<file path="src/rtl/dmem_axil_bridge_pkg.sv">
// Shared definitions for the data-side AXI4-Lite bridge: FSM encoding,
// AXI response codes and the word-alignment width.
package dmem_axil_bridge_pkg;

  typedef enum logic [2:0] {
    S_IDLE,
    S_RD_ADDR,
    S_RD_DATA,
    S_WR_REQ,
    S_WR_RESP,
    S_DONE
  } state_t;

  localparam logic [1:0] RESP_OKAY   = 2'b00;
  localparam logic [1:0] RESP_SLVERR = 2'b10;
  localparam logic [1:0] RESP_DECERR = 2'b11;

  // Requests are issued as whole 8-byte beats.
  localparam int ALIGN_W = 3;

endpackage

</file>
<file path="src/rtl/dmem_axil_bridge.sv">
// Turns one memory-stage load/store into one AXI4-Lite transaction and
// returns a one-cycle finish pulse. Optional handshake abort: DMEM_BUS_TIMEOUT_EN.
module dmem_axil_bridge
  import dmem_axil_bridge_pkg::*;
#(
  parameter int ADDR_W      = 64,
  parameter int DATA_W      = 64,
  parameter int TIMEOUT_CYC = 255
) (
  input  logic                  clk,
  input  logic                  rst,
  input  logic                  re_i,
  input  logic                  we_i,
  input  logic [ADDR_W-1:0]     addr_i,
  input  logic [DATA_W/8-1:0]   wmask_i,
  input  logic [DATA_W-1:0]     wdata_i,
  output logic [DATA_W-1:0]     rdata_o,
  output logic                  finish_o,
  output logic                  err_o,
  output logic                  m_awvalid,
  input  logic                  m_awready,
  output logic [ADDR_W-1:0]     m_awaddr,
  output logic                  m_wvalid,
  input  logic                  m_wready,
  output logic [DATA_W-1:0]     m_wdata,
  output logic [DATA_W/8-1:0]   m_wstrb,
  input  logic                  m_bvalid,
  output logic                  m_bready,
  input  logic [1:0]            m_bresp,
  output logic                  m_arvalid,
  input  logic                  m_arready,
  output logic [ADDR_W-1:0]     m_araddr,
  input  logic                  m_rvalid,
  output logic                  m_rready,
  input  logic [DATA_W-1:0]     m_rdata,
  input  logic [1:0]            m_rresp
);

  localparam int STRB_W = DATA_W / 8;
  localparam logic [ADDR_W-1:0] ALIGN_MASK = ~ADDR_W'((1 << ALIGN_W) - 1);

  state_t              state, state_n;
  logic [ADDR_W-1:0]   addr_q;
  logic [DATA_W-1:0]   wdata_q;
  logic [STRB_W-1:0]   wstrb_q;
  logic [DATA_W-1:0]   rdata_q;
  logic                aw_done, w_done;
  logic                err_q;

`ifdef DMEM_BUS_TIMEOUT_EN
  localparam int TMO_W = ($clog2(TIMEOUT_CYC + 1) > 8) ? $clog2(TIMEOUT_CYC + 1) : 8;
  logic [TMO_W-1:0] tmo_cnt;
  logic             waiting;
  logic             tmo_abort;

  assign waiting = (state == S_RD_ADDR) || (state == S_RD_DATA) ||
                   (state == S_WR_REQ)  || (state == S_WR_RESP);
`endif

  // Payload comes straight from registers so it is stable while valid is high.
  assign m_araddr = addr_q;
  assign m_awaddr = addr_q;
  assign m_wdata  = wdata_q;
  assign m_wstrb  = wstrb_q;
  assign rdata_o  = rdata_q;
  assign err_o    = finish_o & err_q;

  always_comb begin
    // NOTE: every output of this block gets a default first, so no path
    // through the case statement can leave one unassigned and infer a latch.
    state_n   = state;
    m_arvalid = 1'b0;
    m_rready  = 1'b0;
    m_awvalid = 1'b0;
    m_wvalid  = 1'b0;
    m_bready  = 1'b0;
    finish_o  = 1'b0;
    case (state)
      S_IDLE: begin
        if (re_i)      state_n = S_RD_ADDR;
        else if (we_i) state_n = S_WR_REQ;
      end
      S_RD_ADDR: begin
        m_arvalid = 1'b1;
        if (m_arready) state_n = S_RD_DATA;
      end
      S_RD_DATA: begin
        m_rready = 1'b1;
        if (m_rvalid) state_n = S_DONE;
      end
      S_WR_REQ: begin
        m_awvalid = !aw_done;
        m_wvalid  = !w_done;
        if ((aw_done || m_awready) && (w_done || m_wready)) state_n = S_WR_RESP;
      end
      S_WR_RESP: begin
        m_bready = 1'b1;
        if (m_bvalid) state_n = S_DONE;
      end
      S_DONE: begin
        finish_o = 1'b1;
        state_n  = S_IDLE;
      end
      default: state_n = S_IDLE;
    endcase
`ifdef DMEM_BUS_TIMEOUT_EN
    // Abort only on a cycle that makes no state progress.
    tmo_abort = waiting && (state_n == state) && (tmo_cnt == TMO_W'(TIMEOUT_CYC - 1));
    if (tmo_abort) state_n = S_DONE;
`endif
  end

  // NOTE: sequential state uses non-blocking assignments only, so every
  // register samples pre-edge values regardless of statement order.
  always_ff @(posedge clk) begin
    if (rst) begin
      state   <= S_IDLE;
      addr_q  <= '0;
      wdata_q <= '0;
      wstrb_q <= '0;
      rdata_q <= '0;
      aw_done <= 1'b0;
      w_done  <= 1'b0;
      err_q   <= 1'b0;
    end else begin
      state <= state_n;
      case (state)
        S_IDLE: begin
          err_q   <= 1'b0;
          aw_done <= 1'b0;
          w_done  <= 1'b0;
          if (re_i) begin
            addr_q  <= addr_i & ALIGN_MASK;
          end else if (we_i) begin
            addr_q  <= addr_i & ALIGN_MASK;
            wdata_q <= wdata_i;
            wstrb_q <= wmask_i;
          end
        end
        S_RD_DATA: begin
          if (m_rvalid) begin
            rdata_q <= m_rdata;
            err_q   <= (m_rresp != RESP_OKAY);
          end
        end
        S_WR_REQ: begin
          if (m_awvalid && m_awready) aw_done <= 1'b1;
          if (m_wvalid && m_wready)   w_done  <= 1'b1;
        end
        S_WR_RESP: begin
          if (m_bvalid) err_q <= (m_bresp != RESP_OKAY);
        end
        default: ;
      endcase
`ifdef DMEM_BUS_TIMEOUT_EN
      if (tmo_abort) begin
        err_q <= 1'b1;
        if ((state == S_RD_ADDR) || (state == S_RD_DATA)) rdata_q <= '0;
      end
`endif
    end
  end

`ifdef DMEM_BUS_TIMEOUT_EN
  always_ff @(posedge clk) begin
    if (rst)                   tmo_cnt <= '0;
    else if (state_n != state) tmo_cnt <= '0;
    else if (waiting)          tmo_cnt <= tmo_cnt + 1'b1;
  end
`endif

endmodule

</file>
<file path="config.mk">
export PLATFORM = sky130hd
export DESIGN_NAME = dmem_axil_bridge
export DESIGN_NICKNAME = d
export VERILOG_FILES = /design/src/rtl/dmem_axil_bridge_pkg.sv /design/src/rtl/dmem_axil_bridge.sv
export SDC_FILE = /design/constraint.sdc
export NUM_CORES = 1
export LEC_CHECK = 0
export CORE_AREA = 2 2 188 190
export CTS_BUF_LIST = sky130_fd_sc_hd__clkbuf_8
export DETAILED_ROUTE_END_ITERATION = 10
export DIE_AREA = 0 0 190 192
export SYNTH_ARGS = -nofsm -noshare
export SYNTH_HDL_FRONTEND = slang
export SYNTH_SLANG_ARGS = --single-unit
</file>
<file path="constraint.sdc">
create_clock -name clk -period 3.71 [get_ports clk]
set_input_delay 1.113 -clock clk [delete_from_list [all_inputs] [get_ports clk]]
set_output_delay 1.113 -clock clk [all_outputs]
set_load 0.01 [all_outputs]
</file>
==> results.json <==
{
  "rows": 68,
  "start_kind": "register",
  "numCtsBuffers": 38,
  "clkLatencyLatePin_ns": 0.51,
  "crit_slowest_cell": "dfxtp_1",
  "dp_hpwl_um": 20500,
  "overflow": 0,
  "routedWlPerCell_um": 15.1,
  "synth-edff-count": 0,
  "antenna_found_initial": 0,
  "area_growth_syn_to_layout_pct": 70.3,
  "vdd_drop_max_mv": 0.352,
  "synth_area_per_cell_um2": 7.85,
  "drc": 0,
  "leakage_nw": 4.65,
  "setup_ws_ns": 0.311,
  "ys.flop_type": "dfxtp_1",
  "core_um2": 34300,
  "netlist_area_um2": 7700,
  "fin_crit_sh": 0.916,
  "grt_max_degree": 82,
  "hold_violations": 0,
  "cts_resized": 0,
  "fmax_ghz": 0.294,
  "r2r_slack_ns": 1.47,
  "num_io_pins": 484,
  "clock_skew_ns": 0.0115,
  "max_stage_delay_ns": 0.56,
  "crit_family": "buffers and inverters",
  "drt_pass1_iterations": 5,
  "grt_pass1_wl_um": 41400,
  "worstPathRequired_ns": 2.60,
  "cp.arrival_ns": 2.29,
  "ys_top_cells_by_area": "dfxtp_1 (53%), nand2_1 (19%), a21oi_1 (13%)",
  "worst-setup-path-type": "reg2out",
  "powerDensity_nw_per_um2": 605,
  "synth_seq_area_share": 0.528,
  "port_buffers": 474,
  "grt_util_all_layers": 0.144,
  "drtIter0Drc": 272,
  "ant_nets": 0,
  "final-setup-viol-count": 0,
  "whs_ns": 0.450,
  "die_y_um": 192,
  "clk_pin_slew_ns": 0.06,
  "die_w_um": 190,
  "synth_commonest_cells": "nand2_1 (397), a21oi_1 (204), dfxtp_1 (203)",
  "path_cells": "inv_1 -> nor3b_1 -> and2_1 -> clkdlybuf4s50_1",
  "finalWirelength_um": 28100,
  "cts_setup_buffers": 0,
  "start_util": 0.225,
  "fin_crit_ns": 3.40,
  "grt_pass1_vias": 7388,
  "synth.distinct_cells": 28,
  "rsz0062_at_grt": "no",
  "crit_fanout": 12,
  "ys_ff_latch": 203,
  "num_vias": 7812,
  "worst-path-buf-inv": 2,
  "fillCellCount": 3537,
  "post-place-ws_ns": 0.763,
  "hp-class": "reg2reg",
  "cts-root-buf": "clkbuf_8",
  "cts_tree": "built",
  "status": "finished, final reports clean",
  "timing.slew.headroom": 0.528,
  "postSynth.asyncResetShare": 0,
  "finalPower_mw": 7.94,
  "synth.largest_area_cell": "dfxtp_1",
  "syn_inst": 981,
  "yosysWarningCount": 0,
  "gp_congestion": 0.785,
  "end_kind": "output port",
  "tns_ns": 0,
  "worstMarginPinSlew_ns": 0.709,
  "maxCapViolations": 0,
  "slew_viol_final": 0,
  "n_antenna_cell": 0,
  "cts.path.max_buffers": 3,
  "nets": 1599,
  "viasPerCell": 4.20,
  "yosysTopAreaCellShare": 0.528,
  "die_area_um2": 36500,
  "hold_buffers": 0,
  "cts_max_level": 2,
  "synth.most_common_cell": "nand2_1",
  "clock_sinks": 203,
  "drive_gt1_frac": 0.0562
}
[path summary, 6_finish.rpt]
path               start           to  cells past startpoint
max             state[0]        err_o                      4
min          m_wdata[43]  m_wdata[43]                      2
max reg2reg     state[1]  rdata_o[56]                      5
min reg2reg  m_wdata[43]  m_wdata[43]                      2
[power by group]
part | internal (mW) | total [mW] | switching [mW] | leakage (nW)
Sequential | 2.57 | 2.86 | 0.299 | 1.65
Clock | 1.14 | 2.05 | 0.914 | 0.400
Combinational | 1.53 | 3.02 | 1.49 | 2.60
Total | 5.23 | 7.94 | 2.70 | 4.65
[metal layers]
layer,GRT usage,up-vias,part of all wire
met4,0.0459,0,0.023
li1,-,3883,-
met5,0,-,0
met2,0.256,338,0.50
met3,0.0550,47,0.10
met1,0.158,3544,0.38
[sequential cells by signal, indices dropped and copies added (netlist names)]
register,count
m_wdata,64
rdata_o,64
m_araddr,61
m_wstrb,8
state,3
aw_done,1
err_q,1
w_done,1
[kinds of logic (layout without fill, tap and decap cells)]
logic type	Yosys count	in the layout	synth area share
flops	203	203	0.528
other cells	1	6	0.000487
buf+inv	138	558	0.114
compound gates	220	220	0.146
simple gates	419	419	0.212
[area by class of cell]
type,instances,area (µm²),area share
repair buffers,495,4980,0.380
flip-flops and latches,203,4060,0.310
multi-input cells,645,2790,0.213
clock buffers,44,606,0.0462
well taps,455,569,0.0434
clock inverters,16,95.1,0.00725
inverters,3,11.3,0.000858
[worst reg2reg max path: stages (launching register included)]
cell     delay (ns)
dfxtp_1        0.58
nor3b_2        0.50
and2_2         0.64
buf_4          0.27
nand2_1        0.07
a21oi_1        0.11
[stage by stage]
step | cells | area, µm² | util
final | 1861 | 13100 | 0.383
after global routing | 1861 | 13100 | 0.383
after CTS | 1861 | 13100 | 0.383
after detailed placement | 1801 | 12400 | 0.362
after global placement | 1801 | 12400 | 0.362
after floorplan | 986 | 7720 | -
[placed cells by master (no fill, tap or decap), types with 2 or more instances in the layout]
cell / instances
clkdlybuf4s50_1: 473
nand2_1: 396
a21oi_1: 204
dfxtp_1: 203
clkbuf_8: 44
buf_4: 15
inv_1: 13
o21ai_0: 7
conb_1: 6
buf_12: 6
nor2_1: 5
nor3b_1: 4
clkinv_2: 4
nor2b_1: 3
nor3_1: 2
o22ai_1: 2
o2111ai_1: 2
Power figures use the tool's default switching activity.
